<file path="src/rtl/vending_panel_arbiter_if.sv">
// Signal bundle between the two user panels, the shared vending machine and the panel arbiter.
interface vending_panel_arbiter_if;
    logic [1:0] p0_coin;
    logic [1:0] p1_coin;
    logic [1:0] p0_item_sel;
    logic [1:0] p1_item_sel;
    logic       p0_cancel;
    logic       p1_cancel;
    logic [2:0] vm_state;
    logic [1:0] vm_dispense;
    logic [7:0] vm_change;
    logic       vm_error;
    logic [1:0] vm_coin;
    logic [1:0] vm_item_sel;
    logic       vm_cancel;
    logic [1:0] owner;
    logic       p0_reject;
    logic       p1_reject;
    logic       p0_done;
    logic       p1_done;
    logic [1:0] res_dispense;
    logic [7:0] res_change;
    logic       res_error;
    logic       timeout;

    modport slave (
        input  p0_coin, p1_coin, p0_item_sel, p1_item_sel, p0_cancel, p1_cancel,
        input  vm_state, vm_dispense, vm_change, vm_error,
        output vm_coin, vm_item_sel, vm_cancel, owner,
        output p0_reject, p1_reject, p0_done, p1_done,
        output res_dispense, res_change, res_error, timeout
    );

    modport master (
        output p0_coin, p1_coin, p0_item_sel, p1_item_sel, p0_cancel, p1_cancel,
        output vm_state, vm_dispense, vm_change, vm_error,
        input  vm_coin, vm_item_sel, vm_cancel, owner,
        input  p0_reject, p1_reject, p0_done, p1_done,
        input  res_dispense, res_change, res_error, timeout
    );
endinterface

</file>
<file path="src/rtl/vending_panel_arbiter.sv">
// Shares one vending machine between two panels: grants a session to one panel, forwards only
// its inputs, refuses the other's coins, records the session result and cancels idle sessions.
module vending_panel_arbiter #(
    parameter int unsigned TIMEOUT_CYCLES = 1000,
    parameter int unsigned CNT_W          = 10
) (
    input  logic                    clk,
    input  logic                    rst_n,
    vending_panel_arbiter_if.slave  bus
);

    typedef enum logic [1:0] {
        ARB_IDLE = 2'd0,
        OWN      = 2'd1,
        FINISH   = 2'd2
    } arb_state_e;

    localparam logic [2:0]       VM_IDLE   = 3'b000;
    localparam logic [2:0]       VM_CHANGE = 3'b100;
    localparam logic [CNT_W-1:0] CNT_LAST  = CNT_W'(TIMEOUT_CYCLES - 1);

    arb_state_e       state_q, state_d;
    logic [1:0]       owner_q, owner_d;
    logic             ptr_q, ptr_d;
    logic [CNT_W-1:0] cnt_q, cnt_d;
    logic [1:0]       vm_coin_q, vm_coin_d;
    logic [1:0]       vm_item_sel_q, vm_item_sel_d;
    logic             vm_cancel_q, vm_cancel_d;
    logic             p0_reject_q, p0_reject_d;
    logic             p1_reject_q, p1_reject_d;
    logic             p0_done_q, p0_done_d;
    logic             p1_done_q, p1_done_d;
    logic [1:0]       res_dispense_q, res_dispense_d;
    logic [7:0]       res_change_q, res_change_d;
    logic             res_error_q, res_error_d;
    logic             timeout_q, timeout_d;

    logic             own_is_p1;
    logic [1:0]       own_coin;
    logic [1:0]       own_item_sel;
    logic             own_cancel;
    logic [1:0]       other_coin;
    logic             own_active;
    logic             p0_req;
    logic             p1_req;

    // Route the current owner's inputs; ptr_q = 0 favours P0, 1 favours P1.
    assign own_is_p1    = owner_q[1];
    assign own_coin     = own_is_p1 ? bus.p1_coin     : bus.p0_coin;
    assign own_item_sel = own_is_p1 ? bus.p1_item_sel : bus.p0_item_sel;
    assign own_cancel   = own_is_p1 ? bus.p1_cancel   : bus.p0_cancel;
    assign other_coin   = own_is_p1 ? bus.p0_coin     : bus.p1_coin;
    assign own_active   = (own_coin != 2'b00) || (own_item_sel != 2'b00) || own_cancel;
    assign p0_req       = (bus.p0_coin != 2'b00);
    assign p1_req       = (bus.p1_coin != 2'b00);

    always_comb begin
        state_d        = state_q;
        owner_d        = owner_q;
        ptr_d          = ptr_q;
        cnt_d          = cnt_q;
        vm_coin_d      = 2'b00;
        vm_item_sel_d  = 2'b00;
        vm_cancel_d    = 1'b0;
        p0_reject_d    = 1'b0;
        p1_reject_d    = 1'b0;
        p0_done_d      = 1'b0;
        p1_done_d      = 1'b0;
        res_dispense_d = res_dispense_q;
        res_change_d   = res_change_q;
        res_error_d    = res_error_q;
        timeout_d      = timeout_q;

        if (state_q != ARB_IDLE) begin
            if (bus.vm_dispense != 2'b00) res_dispense_d = bus.vm_dispense;
            if (bus.vm_change != 8'd0)    res_change_d   = bus.vm_change;
            if (bus.vm_error)             res_error_d    = 1'b1;
        end

        case (state_q)
            ARB_IDLE: begin
                if (p0_req && (!p1_req || !ptr_q)) begin
                    owner_d     = 2'b01;
                    vm_coin_d   = bus.p0_coin;
                    p1_reject_d = p1_req;
                end else if (p1_req) begin
                    owner_d     = 2'b10;
                    vm_coin_d   = bus.p1_coin;
                    p0_reject_d = p0_req;
                end
                if (p0_req || p1_req) begin
                    res_dispense_d = 2'b00;
                    res_change_d   = 8'd0;
                    res_error_d    = 1'b0;
                    timeout_d      = 1'b0;
                    cnt_d          = '0;
                    state_d        = OWN;
                end
            end

            OWN: begin
                vm_coin_d     = own_coin;
                vm_item_sel_d = own_item_sel;
                vm_cancel_d   = own_cancel;
                if (own_is_p1) p0_reject_d = (other_coin != 2'b00);
                else           p1_reject_d = (other_coin != 2'b00);
                cnt_d = own_active ? '0 : cnt_q + CNT_W'(1);
                // An idle owner forfeits the session; the forced cancel makes the machine refund.
                if (!own_active && (cnt_q == CNT_LAST)) begin
                    vm_cancel_d = 1'b1;
                    timeout_d   = 1'b1;
                    state_d     = FINISH;
                end else if (bus.vm_state == VM_CHANGE) begin
                    state_d = FINISH;
                end
            end

            FINISH: begin
                p0_reject_d = p0_req;
                p1_reject_d = p1_req;
                if (bus.vm_state == VM_IDLE) begin
                    p0_done_d = owner_q[0];
                    p1_done_d = owner_q[1];
                    ptr_d     = owner_q[0];
                    owner_d   = 2'b00;
                    state_d   = ARB_IDLE;
                end
            end

            default: begin
                state_d = ARB_IDLE;
                owner_d = 2'b00;
            end
        endcase
    end

    always_ff @(posedge clk or negedge rst_n) begin
        if (!rst_n) begin
            state_q        <= ARB_IDLE;
            owner_q        <= 2'b00;
            ptr_q          <= 1'b0;
            cnt_q          <= '0;
            vm_coin_q      <= 2'b00;
            vm_item_sel_q  <= 2'b00;
            vm_cancel_q    <= 1'b0;
            p0_reject_q    <= 1'b0;
            p1_reject_q    <= 1'b0;
            p0_done_q      <= 1'b0;
            p1_done_q      <= 1'b0;
            res_dispense_q <= 2'b00;
            res_change_q   <= 8'd0;
            res_error_q    <= 1'b0;
            timeout_q      <= 1'b0;
        end else begin
            state_q        <= state_d;
            owner_q        <= owner_d;
            ptr_q          <= ptr_d;
            cnt_q          <= cnt_d;
            vm_coin_q      <= vm_coin_d;
            vm_item_sel_q  <= vm_item_sel_d;
            vm_cancel_q    <= vm_cancel_d;
            p0_reject_q    <= p0_reject_d;
            p1_reject_q    <= p1_reject_d;
            p0_done_q      <= p0_done_d;
            p1_done_q      <= p1_done_d;
            res_dispense_q <= res_dispense_d;
            res_change_q   <= res_change_d;
            res_error_q    <= res_error_d;
            timeout_q      <= timeout_d;
        end
    end

    assign bus.vm_coin      = vm_coin_q;
    assign bus.vm_item_sel  = vm_item_sel_q;
    assign bus.vm_cancel    = vm_cancel_q;
    assign bus.owner        = owner_q;
    assign bus.p0_reject    = p0_reject_q;
    assign bus.p1_reject    = p1_reject_q;
    assign bus.p0_done      = p0_done_q;
    assign bus.p1_done      = p1_done_q;
    assign bus.res_dispense = res_dispense_q;
    assign bus.res_change   = res_change_q;
    assign bus.res_error    = res_error_q;
    assign bus.timeout      = timeout_q;

endmodule

</file>
<file path="src/flat_wrapper.sv">
// flat-port wrapper written by rule: the top's interface ports become plain ports
module vending_panel_arbiter_flat 
#(
    parameter int unsigned TIMEOUT_CYCLES = 1000,
    parameter int unsigned CNT_W          = 10
)
  (clk, rst_n, bus_p0_coin, bus_p1_coin, bus_p0_item_sel, bus_p1_item_sel, bus_p0_cancel, bus_p1_cancel, bus_vm_state, bus_vm_dispense, bus_vm_change, bus_vm_error, bus_vm_coin, bus_vm_item_sel, bus_vm_cancel, bus_owner, bus_p0_reject, bus_p1_reject, bus_p0_done, bus_p1_done, bus_res_dispense, bus_res_change, bus_res_error, bus_timeout);
  vending_panel_arbiter_if bus_i ();
  input  logic clk;
  input  logic rst_n;
  input wire logic [$bits(bus_i.p0_coin)-1:0] bus_p0_coin;
  input wire logic [$bits(bus_i.p1_coin)-1:0] bus_p1_coin;
  input wire logic [$bits(bus_i.p0_item_sel)-1:0] bus_p0_item_sel;
  input wire logic [$bits(bus_i.p1_item_sel)-1:0] bus_p1_item_sel;
  input wire logic [$bits(bus_i.p0_cancel)-1:0] bus_p0_cancel;
  input wire logic [$bits(bus_i.p1_cancel)-1:0] bus_p1_cancel;
  input wire logic [$bits(bus_i.vm_state)-1:0] bus_vm_state;
  input wire logic [$bits(bus_i.vm_dispense)-1:0] bus_vm_dispense;
  input wire logic [$bits(bus_i.vm_change)-1:0] bus_vm_change;
  input wire logic [$bits(bus_i.vm_error)-1:0] bus_vm_error;
  output wire logic [$bits(bus_i.vm_coin)-1:0] bus_vm_coin;
  output wire logic [$bits(bus_i.vm_item_sel)-1:0] bus_vm_item_sel;
  output wire logic [$bits(bus_i.vm_cancel)-1:0] bus_vm_cancel;
  output wire logic [$bits(bus_i.owner)-1:0] bus_owner;
  output wire logic [$bits(bus_i.p0_reject)-1:0] bus_p0_reject;
  output wire logic [$bits(bus_i.p1_reject)-1:0] bus_p1_reject;
  output wire logic [$bits(bus_i.p0_done)-1:0] bus_p0_done;
  output wire logic [$bits(bus_i.p1_done)-1:0] bus_p1_done;
  output wire logic [$bits(bus_i.res_dispense)-1:0] bus_res_dispense;
  output wire logic [$bits(bus_i.res_change)-1:0] bus_res_change;
  output wire logic [$bits(bus_i.res_error)-1:0] bus_res_error;
  output wire logic [$bits(bus_i.timeout)-1:0] bus_timeout;
  assign bus_i.p0_coin = bus_p0_coin;
  assign bus_i.p1_coin = bus_p1_coin;
  assign bus_i.p0_item_sel = bus_p0_item_sel;
  assign bus_i.p1_item_sel = bus_p1_item_sel;
  assign bus_i.p0_cancel = bus_p0_cancel;
  assign bus_i.p1_cancel = bus_p1_cancel;
  assign bus_i.vm_state = bus_vm_state;
  assign bus_i.vm_dispense = bus_vm_dispense;
  assign bus_i.vm_change = bus_vm_change;
  assign bus_i.vm_error = bus_vm_error;
  assign bus_vm_coin = bus_i.vm_coin;
  assign bus_vm_item_sel = bus_i.vm_item_sel;
  assign bus_vm_cancel = bus_i.vm_cancel;
  assign bus_owner = bus_i.owner;
  assign bus_p0_reject = bus_i.p0_reject;
  assign bus_p1_reject = bus_i.p1_reject;
  assign bus_p0_done = bus_i.p0_done;
  assign bus_p1_done = bus_i.p1_done;
  assign bus_res_dispense = bus_i.res_dispense;
  assign bus_res_change = bus_i.res_change;
  assign bus_res_error = bus_i.res_error;
  assign bus_timeout = bus_i.timeout;
  vending_panel_arbiter #(.TIMEOUT_CYCLES(TIMEOUT_CYCLES), .CNT_W(CNT_W)) u_core (.clk(clk), .rst_n(rst_n), .bus(bus_i));
endmodule
</file>
<file path="config.mk">
export PLATFORM = sky130hd
export DESIGN_NAME = vending_panel_arbiter_flat
export DESIGN_NICKNAME = d
export VERILOG_FILES = /design/src/rtl/vending_panel_arbiter_if.sv /design/src/rtl/vending_panel_arbiter.sv /design/src/flat_wrapper.sv
export SDC_FILE = /design/constraint.sdc
export NUM_CORES = 1
export LEC_CHECK = 0
export CAP_MARGIN = 20
export CORE_UTILIZATION = 42
export DETAILED_ROUTE_END_ITERATION = 10
export PLACE_DENSITY = 0.75
export SYNTH_ARGS = -nofsm -noshare
export SYNTH_HDL_FRONTEND = slang
export SYNTH_SLANG_ARGS = --single-unit
</file>
<file path="constraint.sdc">
create_clock -name clk -period 2.2 [get_ports clk]
set_clock_uncertainty 0.2 [all_clocks]
set_input_delay 0.44 -clock clk [delete_from_list [all_inputs] [get_ports clk]]
set_output_delay 0.44 -clock clk [all_outputs]
set_load 0.03 [all_outputs]
</file>
==> reports/qor.yml, run 1 <==
sta:
  finalHoldViolations: 0
  setup_viol: 0
  grt_setup_unrepaired: "yes"
  setup_tns_ps: 0
  worst_slew_pin_slew_ps: 428.4
  max_freq_mhz: 461.1
  maxSlewHeadroom_pct: 71.44
  period_needed_ps: 2169
  finalCritPeriodShare_pct: 98.57
  slew_viol_final: 0
  timing.hold.ws_ps: 298.3
setup_path:
  crit_arrival_ps: 2180
  crit_required_ps: 2210
  endpoint_kind: "flop"
  cp_max_fo: 4
  criticalPathCategory: "input port to flop"
  cp-start-kind: "input port"
synth:
  synthesis.area_sq_um: 1682
  netlist_instances: 155
  ys_seq_elements: 36
  avgSynthCellArea_sq_um: 10.85
  ys_types: 41
  synth_edf_count: 0
  syn_nets: 182
  postSynth.asyncResetShare_pct: 100.0
  yosysWarnings: 0
  ys.flop_type: "dfrtp_1"
  seq_area_frac_synth_pct: 53.57
global_routing:
  grt_max_degree: 37
  grt_pass1_vias: 1431
  grt_overflow: 0
  grt.total_usage_pct: 20.64
  antenna_found_initial: 0
  grt_pass1_wl_um: 6637
flow_run:
  cap_viol_max_count: 0
layout:
  antennaDiodeCount: 0
  instances_no_fill: 271
  final_core_util_pct: 65.34
  areaGrowthSynthToFinish_pct: 45.46
  final_nets: 251
  layout-drive-gt1-share_pct: 18.39
placed_design:
  place_congestion: 0.7982
  hpwl_um: 3127
  portBuffers: 48
  dpl.cell_count: 263
routing:
  first_iter_violations: 92
  antenna_left: 0
  dr.pass1.iters: 4
  drc: 0
  via_count: 1521
  avgViaCountPerCell: 5.613
  wl_per_cell_um: 15.40
  drt_wl_total_um: 4173
floorplan:
  initial_core_util_pct: 44.92
  coreArea_sq_um: 3744
  die-area_sq_um: 4261
  rows: 22
  die_h_um: 65.28
  die_w_um: 65.28
  io_pins: 49
clock_tree:
  h-tree-depth: 2
  clock-sinks: 36
  clockBufferDepth: 2
  clk_pin_slew_worst_paths_ps: 60
  clock-root-buffer: "clkbuf_8"
  clock_latency_ps: 280
  cts_tree: "done"
  postCtsHoldBufs: 0
  cts_made_buffers: 5
min_path:
  holdCritPathClass: "flop to flop"
pwr:
  ir_drop_uv: 483.8
  leakage_nw: 1.064
  p_per_area_nw_per_um2: 1033
run_status:
  status: "finished, final reports clean"
[Yosys cell counts, drive strengths merged (3+ instances only)]
cell type,n,area [sq um]
dfrtp,36,900.9
nor2,12,45.04
clkbuf,4,15.01
or4b,3,30.03
nand4,3,18.77
nand2,11,41.29
o21ai,12,60.06
nor3,3,15.01
a22o,17,148.9
and2,3,20.02
a31oi,3,18.77
nand3,5,25.02
a21oi,7,35.03
[timing repair]
action	4_1_cts	5_1_grt
cloned	0	1
gates resized for setup	9	14
setup buffers	0	1
pin swaps	6	7
endpoints found under the setup margin	7	15
[final timing paths]
kind,startpoint,to,slack (ps),depth (start not counted)
worst max-delay path,bus_p1_item_sel[0],u_core.bus.timeout$_DFFE_PN0P_,30,5
worst min-delay path,u_core.bus.res_change[2]$_DFF_PN0_,u_core.bus.res_change[2]$_DFF_PN0_,300,1
worst max register to register,u_core.bus.owner[1]$_DFFE_PN0P_,u_core.bus.timeout$_DFFE_PN0P_,60,4
worst min register to register,u_core.bus.res_change[2]$_DFF_PN0_,u_core.bus.res_change[2]$_DFF_PN0_,300,1
max in group asynchronous,rst_n,u_core.bus.owner[1]$_DFFE_PN0P_,1110,2
min in group asynchronous,rst_n,u_core.bus.p1_done$_DFF_PN0_,370,2
[flip-flops by register name, summed over array words and instances, names as in the netlist]
signal / count
u_core.bus.owner: 2
u_core.bus.p0_done: 1
u_core.bus.p0_reject: 1
u_core.bus.p1_done: 1
u_core.bus.p1_reject: 1
u_core.bus.res_change: 8
u_core.bus.res_dispense: 2
u_core.bus.res_error: 1
u_core.bus.timeout: 1
u_core.bus.vm_cancel: 1
u_core.bus.vm_coin: 2
u_core.bus.vm_item_sel: 2
u_core.cnt_q: 10
u_core.ptr_q: 1
u_core.state_q: 2
[cell families (layout without fill, tap and decap cells)]
kind of cell               count (synthesis)  count (layout)  share of synthesized area [%]
buffers and inverters                      8              76                          2.306
xor gates and xnor gates                   2               2                          1.042
muxes                                      4               4                          2.530
DFF                                       36              36                          53.57
AOI/OAI and AO/OA                         49              49                          21.58
adders and majority gates                  1               1                         0.7439
and+or+nand+nor                           55              55                          18.23
[metrics by stage]
stage / cell area (sq um) / power [mW] / setup slack, ps
after floorplan: 1688 / 1.605 / -31.67
after global placement: 2332 / 2.096 / -417.7
after detailed placement: 2332 / 2.119 / -470.8
after CTS: 2402 / 2.525 / -19.94
after global routing: 2446 / 2.663 / -14.83
final: 2446 / 2.528 / 31.46
[area by class of cell]
class	instances	area (sq um)
Sequential cell	36	902.1
Multi-Input combinational cell	111	774.5
Timing Repair Buffer	68	629.4
Clock buffer	6	72.57
Fill cell	298	1297
Tap cell	48	60.06
Inverter	2	7.507
[per-layer routing]
layer	vias up	GRT usage [%]	share of wire (%)
li1	716	-	-
met1	742	25.96	44
met2	54	35.05	49
met3	9	4.167	4.8
met4	0	7.337	1.8
met5	-	0	0
[placed cells by master (no fill, tap or decap), types with 2 or more instances in the layout]
master	count
nor2_1	12
nand3_1	5
nand3b_1	2
clkdlybuf4s15_1	4
nor3_1	3
nand2_1	10
xor2_1	2
clkdlybuf4s50_1	40
clkbuf_8	5
a31oi_1	3
dfrtp_1	35
inv_1	2
o21ai_0	12
mux2_2	2
nand4_1	3
o21bai_1	2
mux2i_1	2
o21a_1	2
a22o_1	17
nor4_1	2
and2_1	2
or3_4	2
buf_4	19
dlygate4sd2_1	2
a21oi_1	7
or4b_4	2
or4_4	2
or2_2	2
nand2b_1	2
[worst max-delay path, cell delays in order]
cell and delay, ps:
clkdlybuf4s15_1 190, or4b_4 540, or3_4 360, a2111oi_4 450, a22o_1 200
[where the power goes]
group / leakage, nW / internal [mW] / switching, mW
Clock: 0.0371 / 0.210 / 0.191
Sequential: 0.461 / 0.835 / 0.0916
Combinational: 0.566 / 0.539 / 0.661
Note: power is estimated with default switching activity, not from simulation.
==> run 2: changes to the inputs <==
- CORE_UTILIZATION: 42 -> 38
- PLACE_DENSITY: 0.75 -> 0.77
- clock period: 2.2 -> 2.1 ns (I/O delays scaled with it)
==> run 2 against run 1 <==
  * The run now ends with setup timing left
  * Register-to-register slack lost 80 ps
  * Clock-buffer cell count increased by 1
  * Combinational power rose by 12%
  * Critical path depth is the same
  * Die area up 10%
  * Wire length is 2.9% higher
  * Largest power group unchanged
==> reports/qor.yml, run 2 (synthesis results as in run 1) <==
run_status:
  status: "complete, but fails checks"
  violations: "setup timing"
sta:
  period_needed_ps: 2137
  slew_viol_final: 0  # unchanged
  setup_viol: 4  # +4
  worst_slack_ps: -36.51  # -67.96 ps
  grt_setup_unrepaired: "yes"
  maxSlewHeadroom_pct: 74.81  # +3.4 points
  max_freq_mhz: 468.1
  setup_tns_ps: -81.66  # -81.66 ps
  worst_slew_pin_slew_ps: 377.1  # -51.30 ps
  finalCritPeriodShare_pct: 101.7
  finalHoldViolations: 0  # unchanged
floorplan:
  initial_core_util_pct: 40.86  # -4.1 points
  rows: 23  # +4.5%
  die_w_um: 68.52  # +5.0%
  io_pins: 49  # unchanged
  die_h_um: 68.52  # +5.0%
  coreArea_sq_um: 4115  # +9.9%
  die-area_sq_um: 4695  # +10%
layout:
  largest_reg_flops: 10  # unchanged
  final_core_util_pct: 63.12  # -2.2 points
  areaGrowthSynthToFinish_pct: 54.46
  design_area_sq_um: 2597  # +6.2%
  mostFrequentLayoutCells: "38 x clkdlybuf4s50_1, 35 x dfrtp_1, 27 x buf_4, 17 x a22o_1"
  antennaDiodeCount: 0  # unchanged
  fillers: 349  # +17%
  final_nets: 261  # +4.0%
  instances_no_fill: 285  # +5.2%
  max_flop_register: "u_core.cnt_q"
  final_common_cell: "clkdlybuf4s50_1"
  layout-drive-gt1-share_pct: 22.98  # +4.6 points
clock_tree:
  clock-sinks: 36  # unchanged
  h-tree-depth: 2  # unchanged
  postCtsHoldBufs: 0  # unchanged
  clk_pin_slew_worst_paths_ps: 70  # about the same
  clock-root-buffer: "clkbuf_8"
  cts_made_buffers: 5  # unchanged
  clock_latency_ps: 290  # about the same
  clockBufferDepth: 2  # unchanged
  cts_tree: "done"
min_path:
  holdCritPathClass: "input port to async pin"
global_routing:
  grt_max_degree: 25  # -32%
  met2_usage_pct: 34.68  # -0.37 points
  grt_pass1_vias: 1463  # +2.2%
  busiest_layer: "met2"
  grt_pass1_wl_um: 6837  # +3.0%
  met3_usage_pct: 5.757  # +1.6 points
  grt.total_usage_pct: 20.63  # about the same
  antenna_found_initial: 0  # unchanged
  grt_overflow: 0  # unchanged
  use_met1_pct: 25.26  # -0.70 points
pwr:
  sw_frac_of_total_pct: 35.13  # -2.2 points
  leakage_nw: 1.161  # +9.0%
  p_clk_share_pct: 22.4  # +6.5 points
  switchingPower_mw: 1.040  # +10%
  internal-power_mw: 1.921  # +21%
  comb_power_share_pct: 45.1  # -2.4 points
  p_per_area_nw_per_um2: 1140  # +10%
  seq_power_share_pct: 32.5  # -4.2 points
  ir_drop_uv: 570.0  # +18%
setup_path:
  cp_top_family: "simple AND/OR/NAND/NOR gates"
  cp_max_fo: 4  # unchanged
  r2r_cells: 4  # unchanged
  crit_path_top_delay_cell: "or4_4"
  criticalPathCategory: "input port to flop"
  crit_buf_inv: 1  # unchanged
  crit_arrival_ps: 2160  # -20 ps
  endpoint_kind: "flop"
  worstPathCellList: "dlygate4sd2_1, or4_4, or3_4, a2111oi_4, a22o_1"
  cp-start-kind: "input port"
  critical_path_depth: 5  # unchanged
  crit_required_ps: 2130  # -80 ps
  max_stage_delay_ps: 500  # -40 ps
placed_design:
  portBuffers: 48  # unchanged
  placed_area_sq_um: 2380  # +2.0%
  place_congestion: 0.7549  # -5.4%
  place_ws_ps: -577.6  # -106.8 ps
  hpwl_um: 3134  # +0.20%
  dpl.cell_count: 271  # +3.0%
routing:
  wl_per_cell_um: 15.07  # -2.1%
  avgViaCountPerCell: 5.382  # -4.1%
  via_count: 1534  # +0.85%
  dr.pass1.iters: 4  # unchanged
  antenna_left: 0  # unchanged
  drc: 0  # unchanged
  first_iter_violations: 70  # -24%
  drt_wl_total_um: 4296  # +2.9%
flow_run:
  cap_viol_max_count: 0  # unchanged
run 2: cell types whose count changed in the layout (fill, tap and decap cells not counted), sizes merged:
cell	before	now
buf	20	30
bufinv	0	1
clkdlybuf4s15	4	2
clkdlybuf4s50	40	38
dlygate4sd2	2	5
dlymetal6s2s	1	3
run 2: what timing repair did:
item                       4_1_cts  5_1_grt
setup endpoints to repair       24       13
resized for setup               16        5
cloned                           1        0
pin swaps                        7        6
buffers inserted                 3        2
run 2: area by class of cell:
class                           count  area, sq um  share of cell area (%)
Clock buffer                        7        96.34                   3.709
Clock inverter                      1        30.03                   1.156
Inverter                            2        7.507                  0.2890
Multi-Input combinational cell    111        778.2                   29.96
Sequential cell                    36        902.1                   34.73
Tap cell                           50        62.56                   2.408
Timing Repair Buffer               78        720.7                   27.75
run 2: metrics by stage:
stage	hold slack [ps]	power, mW
final	262.4	2.962
after global routing	264.6	3.157
after CTS	255.5	2.965
after detailed placement	280.2	2.273
after global placement	282.9	2.253
after floorplan	-75.59	1.681
run 2: final timing paths:
kind | endpoint | slack (ps) | from
max | u_core.bus.timeout$_DFFE_PN0P_ | -40 | bus_p0_item_sel[1]
min | u_core.bus.p0_reject$_DFF_PN0_ | 260 | rst_n
max reg2reg | u_core.bus.timeout$_DFFE_PN0P_ | -20 | u_core.bus.owner[1]$_DFFE_PN0P_
min reg2reg | u_core.cnt_q[0]$_DFFE_PN0P_ | 300 | u_core.cnt_q[0]$_DFFE_PN0P_
max in group asynchronous | u_core.bus.owner[1]$_DFFE_PN0P_ | 1130 | rst_n
min in group clk | u_core.cnt_q[0]$_DFFE_PN0P_ | 300 | u_core.cnt_q[0]$_DFFE_PN0P_
run 2: power by group through the flow:
| stage | sequential [mW] | combinational (mW) | clock, mW |
|---|---|---|---|
| 3_5_place_dp | 0.980 | 1.29 | 0 |
| 3_3_place_gp | 0.972 | 1.28 | 0 |
| 2_1_floorplan | 1.28 | 0.405 | 0 |
| 6_report | 0.963 | 1.34 | 0.663 |
| 4_1_cts | 0.968 | 1.32 | 0.681 |
| 5_1_grt | 0.989 | 1.45 | 0.719 |
run 2: routing by layer:
metal  vias up  wire [um]
met4         0         52
met5         -          0
met1       738       1860
met2        43       2112
li1        747          -
met3         6        270
